**config.mk**
```make
export PLATFORM = sky130hd
export DESIGN_NAME = ncsi_tx_arb
export DESIGN_NICKNAME = d
export VERILOG_FILES = /design/src/rtl/ncsi_arb_pkg.sv /design/src/rtl/ncsi_avst_skid.sv /design/src/rtl/ncsi_tx_arb.sv
export SDC_FILE = /design/constraint.sdc
export NUM_CORES = 1
export LEC_CHECK = 0
export CAP_MARGIN = 20
export CORE_ASPECT_RATIO = 0.8
export CORE_UTILIZATION = 49
export CTS_CLUSTER_SIZE = 20
export DETAILED_ROUTE_END_ITERATION = 12
export PLACE_DENSITY = 0.79
export SYNTH_ARGS = -nofsm -noshare
export SYNTH_HDL_FRONTEND = slang
export SYNTH_SLANG_ARGS = --single-unit
```
**constraint.sdc**
```tcl
create_clock -name clk -period 4.67 [get_ports clk]
set_input_delay 0.7005 -clock clk [delete_from_list [all_inputs] [get_ports clk]]
set_output_delay 0.7005 -clock clk [all_outputs]
set_load 0.02 [all_outputs]
```
**src/rtl/ncsi_arb_pkg.sv**
```systemverilog
// Shared types for the NCSI egress arbiter:
// arbiter states, source ids and the AvST beat bundle.
package ncsi_arb_pkg;

  typedef enum logic [1:0] {
    IDLE,
    RESP,
    PT,
    DISCARD
  } arb_state_e;

  localparam logic SRC_RESP = 1'b0;
  localparam logic SRC_PT   = 1'b1;

  typedef struct packed {
    logic [31:0] data;
    logic        sop;
    logic        eop;
    logic [1:0]  mod;
    logic        err;
  } beat_t;

  // Terminates a stalled packet mid-stream
  localparam beat_t ABORT_BEAT = '{
    data: 32'h0,
    sop:  1'b0,
    eop:  1'b1,
    mod:  2'd0,
    err:  1'b1
  };

endpackage

```
**src/rtl/ncsi_avst_skid.sv**
```systemverilog
// Two-entry AvST skid register; input ready
// depends only on registered occupancy.
module ncsi_avst_skid
  import ncsi_arb_pkg::*;
(
  input  logic  clk,
  input  logic  reset_n,
  input  beat_t in_beat,
  input  logic  in_vld,
  output logic  in_rdy,
  output beat_t out_beat,
  output logic  out_vld,
  input  logic  out_rdy
);

  beat_t      mem_q [2];
  logic       wr_q;
  logic       rd_q;
  logic [1:0] cnt_q;
  logic       push;
  logic       pop;

  assign in_rdy   = (cnt_q != 2'd2);
  assign out_vld  = (cnt_q != 2'd0);
  assign out_beat = mem_q[rd_q];
  assign push     = in_vld & in_rdy;
  assign pop      = out_vld & out_rdy;

  always_ff @(posedge clk or negedge reset_n) begin
    if (!reset_n) begin
      mem_q[0] <= '0;
      mem_q[1] <= '0;
      wr_q     <= 1'b0;
      rd_q     <= 1'b0;
      cnt_q    <= 2'd0;
    end else begin
      if (push) begin
        mem_q[wr_q] <= in_beat;
        wr_q        <= ~wr_q;
      end
      if (pop) begin
        rd_q <= ~rd_q;
      end
      cnt_q <= cnt_q + {1'b0, push} - {1'b0, pop};
    end
  end

endmodule

```
**src/rtl/ncsi_tx_arb.sv**
```systemverilog
// NCSI egress arbiter: merges response/AEN and
// passthrough streams per packet toward the MAC.
module ncsi_tx_arb
  import ncsi_arb_pkg::*;
#(
  parameter int TIMEOUT_MS   = 8,
  parameter int PT_MAX_BURST = 4
) (
  input  logic        clk,
  input  logic        reset_n,
  input  logic        pulse_1ms,
  input  logic        package_en,
  input  logic        pt_tx_en,
  input  logic [31:0] b2a_nrtx_data,
  input  logic        b2a_nrtx_sop,
  input  logic        b2a_nrtx_eop,
  input  logic        b2a_nrtx_vld,
  input  logic [1:0]  b2a_nrtx_mod,
  input  logic        b2a_nrtx_err,
  input  logic        b2a_nrtx_rna,
  input  logic        b2a_nrtx_eb4sr,
  output logic        b2a_nrtx_rdy,
  output logic        b2a_nrtx_sent,
  input  logic [31:0] e2a_pttx_data,
  input  logic        e2a_pttx_sop,
  input  logic        e2a_pttx_eop,
  input  logic        e2a_pttx_err,
  input  logic        e2a_pttx_vld,
  input  logic [1:0]  e2a_pttx_mod,
  output logic        e2a_pttx_rdy,
  output logic [31:0] a2m_tx_data,
  output logic        a2m_tx_sop,
  output logic        a2m_tx_eop,
  output logic        a2m_tx_err,
  output logic        a2m_tx_vld,
  output logic [1:0]  a2m_tx_mod,
  input  logic        a2m_tx_rdy,
  output logic        arb_abort_pls,
  output logic        arb_abort_src
);

  arb_state_e state_q;
  arb_state_e state_d;
  logic       src_q;
  logic       src_d;
  logic       abort_src_q;
  logic [7:0] stall_q;
  logic [7:0] burst_q;

  beat_t resp_beat;
  beat_t pt_beat;
  beat_t src_beat;
  beat_t skid_in;
  beat_t skid_out;
  logic  skid_in_vld;
  logic  skid_in_rdy;
  logic  skid_out_vld;

  logic src_vld;
  logic src_acc;
  logic grant_rdy;
  logic drop_resp;
  logic drop_pt;
  logic resp_sop;
  logic pt_sop;
  logic pt_ok;
  logic flush_pt;
  logic fwd;
  logic tmo;
  logic sent;
  logic abort_pls;
  logic unused_rna;

  // rna only classifies the packet upstream
  assign unused_rna = b2a_nrtx_rna;

  assign resp_beat = '{
    data: b2a_nrtx_data,
    sop:  b2a_nrtx_sop,
    eop:  b2a_nrtx_eop,
    mod:  b2a_nrtx_mod,
    err:  b2a_nrtx_err
  };

  assign pt_beat = '{
    data: e2a_pttx_data,
    sop:  e2a_pttx_sop,
    eop:  e2a_pttx_eop,
    mod:  e2a_pttx_mod,
    err:  e2a_pttx_err
  };

  assign src_beat = src_q ? pt_beat : resp_beat;
  assign src_vld  = src_q ? e2a_pttx_vld : b2a_nrtx_vld;
  assign src_acc  = src_vld & grant_rdy;
  assign resp_sop = b2a_nrtx_vld & b2a_nrtx_sop;
  assign pt_sop   = e2a_pttx_vld & e2a_pttx_sop;
  assign pt_ok    = package_en & pt_tx_en;
  assign flush_pt = b2a_nrtx_eb4sr & pt_sop & pt_ok
                  & (burst_q < 8'(PT_MAX_BURST));
  assign fwd      = (state_q == RESP) | (state_q == PT);
  assign tmo      = fwd & (stall_q == 8'(TIMEOUT_MS));

  always_ff @(posedge clk or negedge reset_n) begin
    if (!reset_n) begin
      state_q <= IDLE;
      src_q   <= SRC_RESP;
    end else begin
      state_q <= state_d;
      src_q   <= src_d;
    end
  end

  always_comb begin
    state_d = state_q;
    src_d   = src_q;
    unique case (state_q)
      IDLE: begin
        if (resp_sop && flush_pt) begin
          state_d = PT;
          src_d   = SRC_PT;
        end else if (resp_sop) begin
          state_d = RESP;
          src_d   = SRC_RESP;
        end else if (pt_sop && pt_ok) begin
          state_d = PT;
          src_d   = SRC_PT;
        end
      end
      RESP, PT: begin
        if (tmo) begin
          if (skid_in_rdy) state_d = DISCARD;
        end else if (src_acc && src_beat.eop) begin
          state_d = IDLE;
        end
      end
      DISCARD: begin
        if (src_vld && (src_beat.sop || src_beat.eop))
          state_d = IDLE;
      end
      default: state_d = IDLE;
    endcase
  end

  always_comb begin
    grant_rdy   = 1'b0;
    drop_resp   = 1'b0;
    drop_pt     = 1'b0;
    skid_in_vld = 1'b0;
    skid_in     = src_beat;
    sent        = 1'b0;
    abort_pls   = 1'b0;
    unique case (state_q)
      IDLE: begin
        drop_resp = b2a_nrtx_vld & ~b2a_nrtx_sop;
        drop_pt   = e2a_pttx_vld & ~e2a_pttx_sop;
      end
      RESP, PT: begin
        if (tmo) begin
          skid_in_vld = 1'b1;
          skid_in     = ABORT_BEAT;
          abort_pls   = skid_in_rdy;
        end else begin
          grant_rdy   = skid_in_rdy;
          skid_in_vld = src_vld;
          sent        = (state_q == RESP) & src_vld
                      & skid_in_rdy & src_beat.eop;
        end
      end
      // a new sop is left pending for IDLE
      DISCARD: grant_rdy = ~(src_vld & src_beat.sop);
      default: ;
    endcase
  end

  always_ff @(posedge clk or negedge reset_n) begin
    if (!reset_n) begin
      stall_q     <= 8'd0;
      burst_q     <= 8'd0;
      abort_src_q <= 1'b0;
    end else begin
      if (!fwd || src_acc)
        stall_q <= 8'd0;
      else if (pulse_1ms && !src_vld && !tmo)
        stall_q <= stall_q + 8'd1;
      if (state_q == IDLE && resp_sop && flush_pt)
        burst_q <= burst_q + 8'd1;
      else if (sent)
        burst_q <= 8'd0;
      if (abort_pls)
        abort_src_q <= src_q;
    end
  end

  ncsi_avst_skid u_skid (
    .clk      (clk),
    .reset_n  (reset_n),
    .in_beat  (skid_in),
    .in_vld   (skid_in_vld),
    .in_rdy   (skid_in_rdy),
    .out_beat (skid_out),
    .out_vld  (skid_out_vld),
    .out_rdy  (a2m_tx_rdy)
  );

  assign b2a_nrtx_rdy  = drop_resp | (grant_rdy & (src_q == SRC_RESP));
  assign e2a_pttx_rdy  = drop_pt | (grant_rdy & (src_q == SRC_PT));
  assign b2a_nrtx_sent = sent;
  assign arb_abort_pls = abort_pls;
  assign arb_abort_src = abort_src_q;
  assign a2m_tx_data   = skid_out.data;
  assign a2m_tx_sop    = skid_out.sop;
  assign a2m_tx_eop    = skid_out.eop;
  assign a2m_tx_err    = skid_out.err;
  assign a2m_tx_mod    = skid_out.mod;
  assign a2m_tx_vld    = skid_out_vld;

endmodule

```
# Yosys cells after proc, flatten, opt, wreduce, memory -nomap -nowiden
# Cells that the tools add are included.
[classes]
addsub = 4
multipliers = 0
div_mod_pow = 0
order_cmp = 4
n_eq_ne = 9
n_shift = 0
muxes = 35
bitwise = 29
reduce_logical = 22
[op_table]
columns = ["op", "n"]
rows = [
  ["37-bit 2-to-1 mux", 7],
  ["74-bit bitwise mux", 1],
  ["37-bit demux with 1-bit select", 1],
  ["8-bit 2-to-1 mux", 4],
  ["1-bit AND", 18],
  ["8-bit by 1-bit adder with 8-bit output (second input constant)", 2],
  ["2-bit 2-to-1 mux", 7],
  ["1-bit 2-to-1 mux", 13],
  ["1-bit logical AND", 9],
  ["8-bit by 4-bit equality test with 1-bit output (second input constant)", 1],
  ["8-bit by 3-bit less-than comparator with 1-bit output (second input constant)", 1],
  ["3-bit != test (second input constant)", 2],
  ["1-bit inverter", 6],
  ["2-bit case mux with 3 select lines", 1],
  ["2-bit nonzero test", 3],
  ["2-bit equality test (second input constant)", 2],
  ["2-bit greater-or-equal comparator (second input constant)", 2],
  ["2-bit != test (second input constant)", 2],
  ["4-bit != test (second input constant)", 1],
  ["1-bit inverter with 2-bit output", 2],
  ["4-bit AND reduction", 1],
  ["1-bit logical NOT", 3],
  ["1-bit OR", 3],
  ["3-bit nonzero test", 1],
  ["9 further kinds", 10],
]
[word_totals]
reg_bits = 98
latchBits = 0
ramBits = 0
mem_bits_ro = 0
in_bits = 84
out_inout_bits = 43
elab_cells = 121
n_memories = 0

# Logic depth before layout (Yosys ltp)
[logic_depth]
word_depth = 10
ltp_mapped = 9
ltp_nobuf = 8

# By module
# A second synthesis with hierarchy kept.
[unflattened]
hier_cells = 409
hier_area_um2 = 5392.7
[modules_own_cells]
columns = ["module", "n_inst", "cells_per_inst", "area_per_inst_um2", "seq_area_each_um2"]
rows = [
  ["ncsi_avst_skid", 1, 214, 3697.3, 1951.9],
  ["ncsi_tx_arb", 1, 195, 1695.4, 500.5],
]

# Worst setup path after synthesis
# Ideal clock, no wire load.
[synth_timing]
kind = "reg2out"
startpoint = "register state_q[0]"
endpoint = "output port b2a_nrtx_rdy"
arrival_ns = 1.901
required_time_ns = 3.970
setup_slack_ns = 2.068
path_stages_with_launch = 9
path_buffers = 1
cell_sequence = "dfrtp_1 inv_1 ha_1 nor4bb_2 and2_1 clkbuf_2 o21ai_0 nand2b_1 o21ai_0"
[synth_via]
elab_chain_cells = 7
word_cells_on_any_way = 12
classes_between = "3 x eq/ne; 3 x mux; 4 x bitwise; 2 x reduce/logical"
[synth_rtl]
columns = ["element", "line", "rtl"]
rows = [
  ["start, declared", "ncsi_tx_arb.sv:42", "arb_state_e state_q;"],
  ["start signal, assigned", "ncsi_tx_arb.sv:109", "state_q <= state_d;"],
  ["2-bit by 1-bit equality test with 1-bit output or 2-bit equality test (tied branches)", "ncsi_tx_arb.sv:101, ncsi_tx_arb.sv:153", ""],
  ["1-bit OR", "ncsi_tx_arb.sv:101", "assign fwd = (state_q == RESP) | (state_q == PT);"],
  ["1-bit AND", "ncsi_tx_arb.sv:102", "assign tmo = fwd & (stall_q == 8'(TIMEOUT_MS));"],
  ["1-bit 2-to-1 mux", "ncsi_tx_arb.sv:159", "if (tmo) begin"],
  ["1-bit case mux with 2 select lines", "ncsi_tx_arb.sv:153", "unique case (state_q)"],
  ["1-bit AND", "ncsi_tx_arb.sv:206", "assign b2a_nrtx_rdy = drop_resp | (grant_rdy & (src_q == SRC_RESP));"],
  ["1-bit OR (*)", "ncsi_tx_arb.sv:206", ""],
  ["end, declared", "ncsi_tx_arb.sv:22", "output logic b2a_nrtx_rdy,"],
]
# Mark *: on every way between the ends. The rest lies on a longest branch, timed or not.

# Worst setup path in the final report
# Same ends and word-level chain as after synthesis.

==> results.toml <==
[worst_setup_path]
required_ns = 3.97
crit_fanout = 41
critPathTopFamily = "simple AND/OR/NAND/NOR gates"
critPathLaunchType = "register"
path_cells = "inv_1 -> ha_1 -> nor4bb_2 -> and2_2 -> o21ai_0 -> nand2b_1 -> o21ai_0 -> clkdlybuf4s50_1"
crit_slowest_cell = "and2_2"
reg2reg_setup_slack_ns = 1.68
end_kind = "output port"
cp_num_cells = 8
critPathBufInv = 2
arrival_ns = 3.35
ff2ff_path_depth = 7
crit_type = "reg -> out"
cp_slowest_stage_delay_ns = 0.81
crit_path_frequent_cell = "o21ai_0"

[finish]
final_cell_mix = "clkdlybuf4s50_1 (124), mux2_2 (98), dfrtp_1 (96)"
instances_no_fill = 684
utilization = 0.661
area_growth_pct = 31.2
fillers = 827
nNetsFinal = 631
drive_above_1_share = 0.248
num_antenna_cells = 0
final_common_cell = "clkdlybuf4s50_1"

[logic_synthesis]
synth_edf_count = 0
synth_seq_cells = 98
yosysSeqAreaShare = 0.475
syn_inst = 421
syn_area_per_cell_um2 = 12.3
async_flop_share = 1.00
synth_nets = 513
synthFlopType = "dfrtp_1"
syn-cell-area_mm2 = 0.00516
yosys_warnings = 0
yosysUniqueCellTypes = 53

[power_and_ir_drop]
power_leakage_nw = 2.95
max-vdd-ir-drop_uv = 399
p_per_area_mw_per_mm2 = 692

[clock_network]
clk_latency_ns = 0.34
ctsHoldBuffers = 0
cts_tree = "yes"
postCtsSetupBuffers = 0
clock-root-buffer = "clkbuf_16"
cts_htree_levels = 3
cts_resized = 0
path_clk_slew_ns = 0.07
cts_sinks = 98
cts_buffer_depth = 2
cts-buffers-inserted = 9

[grt]
grt_pass1_wl_um = 18500
grt_pass1_vias = 3907
grt_use_total = 0.222
grt_max_degree = 60
overflow = 0
antenna_found_initial = 0

[run]
cap_violations = 0

[place]
hpwl_um = 7890
dp.cells = 668
numPortBuffers = 125
gp_congestion = 0.775

[floorplan]
die_width_um = 117
core_area_mm2 = 0.0102
die_y_um = 93.8
initial_core_util = 0.504
dieArea_mm2 = 0.0109
num_rows = 33
io_pins = 127

[sta]
clock_skew_ns = 0.00668
slew_violations = 0
setup_viol = 0
clock.fmax_mhz = 247
tightest_slew_ns = 1.00
max_slew_margin = 0.328
finalSetupTns_ns = 0
hold-worst-slack_ns = 0.425
period_needed_ns = 4.05
period_share = 0.867
rsz0062_at_grt = "false"
hold_viol_final = 0

[drt]
dr.pass1.iters = 5
wl_per_cell_um = 16.7
ant_nets = 0
drt_iter0_drc = 162
drc = 0
vias = 3664
drt-total-wl_um = 11400
vias_per_cell = 5.36

[hold_path]
worst_hold_path_type = "in -> async"

[run_status]
status = "finished clean"
-- state kept, by name, indices dropped and copies added, names as in the netlist --
| signal | cells |
|---|---|
| arb_abort_src | 1 |
| burst_q | 8 |
| src_q | 1 |
| stall_q | 8 |
| state_q | 2 |
| u_skid.cnt_q | 2 |
| u_skid.mem_q | 74 |
| u_skid.rd_q | 1 |
| u_skid.wr_q | 1 |
-- final cells by class --
type	count	area (µm²)	area share
inverters	9	33.8	0.00499
flip-flops and latches	98	2450	0.363
multi-input cells	292	2540	0.376
repair buffers	129	1280	0.189
well taps	140	175	0.0259
clock inverters	5	38.8	0.00573
clock buffers	11	243	0.0359
-- where the power goes --
part	internal, mW	switching, mW	leakage (nW)	total [mW]
Clock	0.379	0.321	0.136	0.700
Sequential	1.22	0.302	1.20	1.53
Combinational	1.36	1.10	1.62	2.46
-- per-layer routing --
layer	share of wire	track usage
met2	0.50	0.376
met4	0.011	0.0601
met3	0.050	0.0477
met5	0	0
met1	0.44	0.285
-- cell families (layout without fill, tap and decap cells) --
family                   Yosys count  in the layout  share of synthesized area
buffers and inverters             31            154                     0.0318
flip-flops                        98             98                      0.475
AO/OA/AOI/OAI                     29             29                     0.0400
adder cells (fa/ha/maj)            8              8                     0.0194
AND/OR/NAND/NOR                   99             99                      0.102
XOR/XNOR                          10             10                     0.0170
multiplexers                     146            146                      0.315
-- cells in the mapped netlist, drive strengths merged (2+ instances only) --
master	n	area share
mux2i	38	0.074
a21oi	6	0.0058
clkbuf	5	0.0039
dfrtp	98	0.48
xor2	7	0.012
or3	2	0.0024
nor2	51	0.037
nand2	8	0.0058
and2	7	0.0085
inv	9	0.0065
nand4	6	0.0073
nand3b	3	0.0044
o21ai	7	0.0068
ha	8	0.019
nor2b	4	0.0048
xnor2	3	0.0051
mux2	108	0.24
nand3	6	0.0068
a32o	2	0.0039
buf	17	0.021
nand2b	2	0.0024
-- path summary, 6_finish.rpt --
path | start | endpoint
hold reg to reg | burst_q[3] | burst_q[3]
hold / removal | reset_n | burst_q[3]
min in group clk | burst_q[3] | burst_q[3]
max in group asynchronous | reset_n | u_skid.mem_q[7]
setup reg to reg | state_q[0] | state_q[0]
setup / recovery | state_q[0] | b2a_nrtx_rdy
-- per-stage QoR --
step | total power [mW] | worst slack, ns | area (µm²)
finish | 4.69 | 0.623 | 6770
global placement | 3.92 | 1.08 | 6490
detailed placement | 4.01 | 1.04 | 6490
floorplan | 3.12 | 2.07 | 5160
global route | 4.97 | 0.251 | 6770
CTS | 4.73 | 0.620 | 6770
Power figures use the tool's default switching activity.
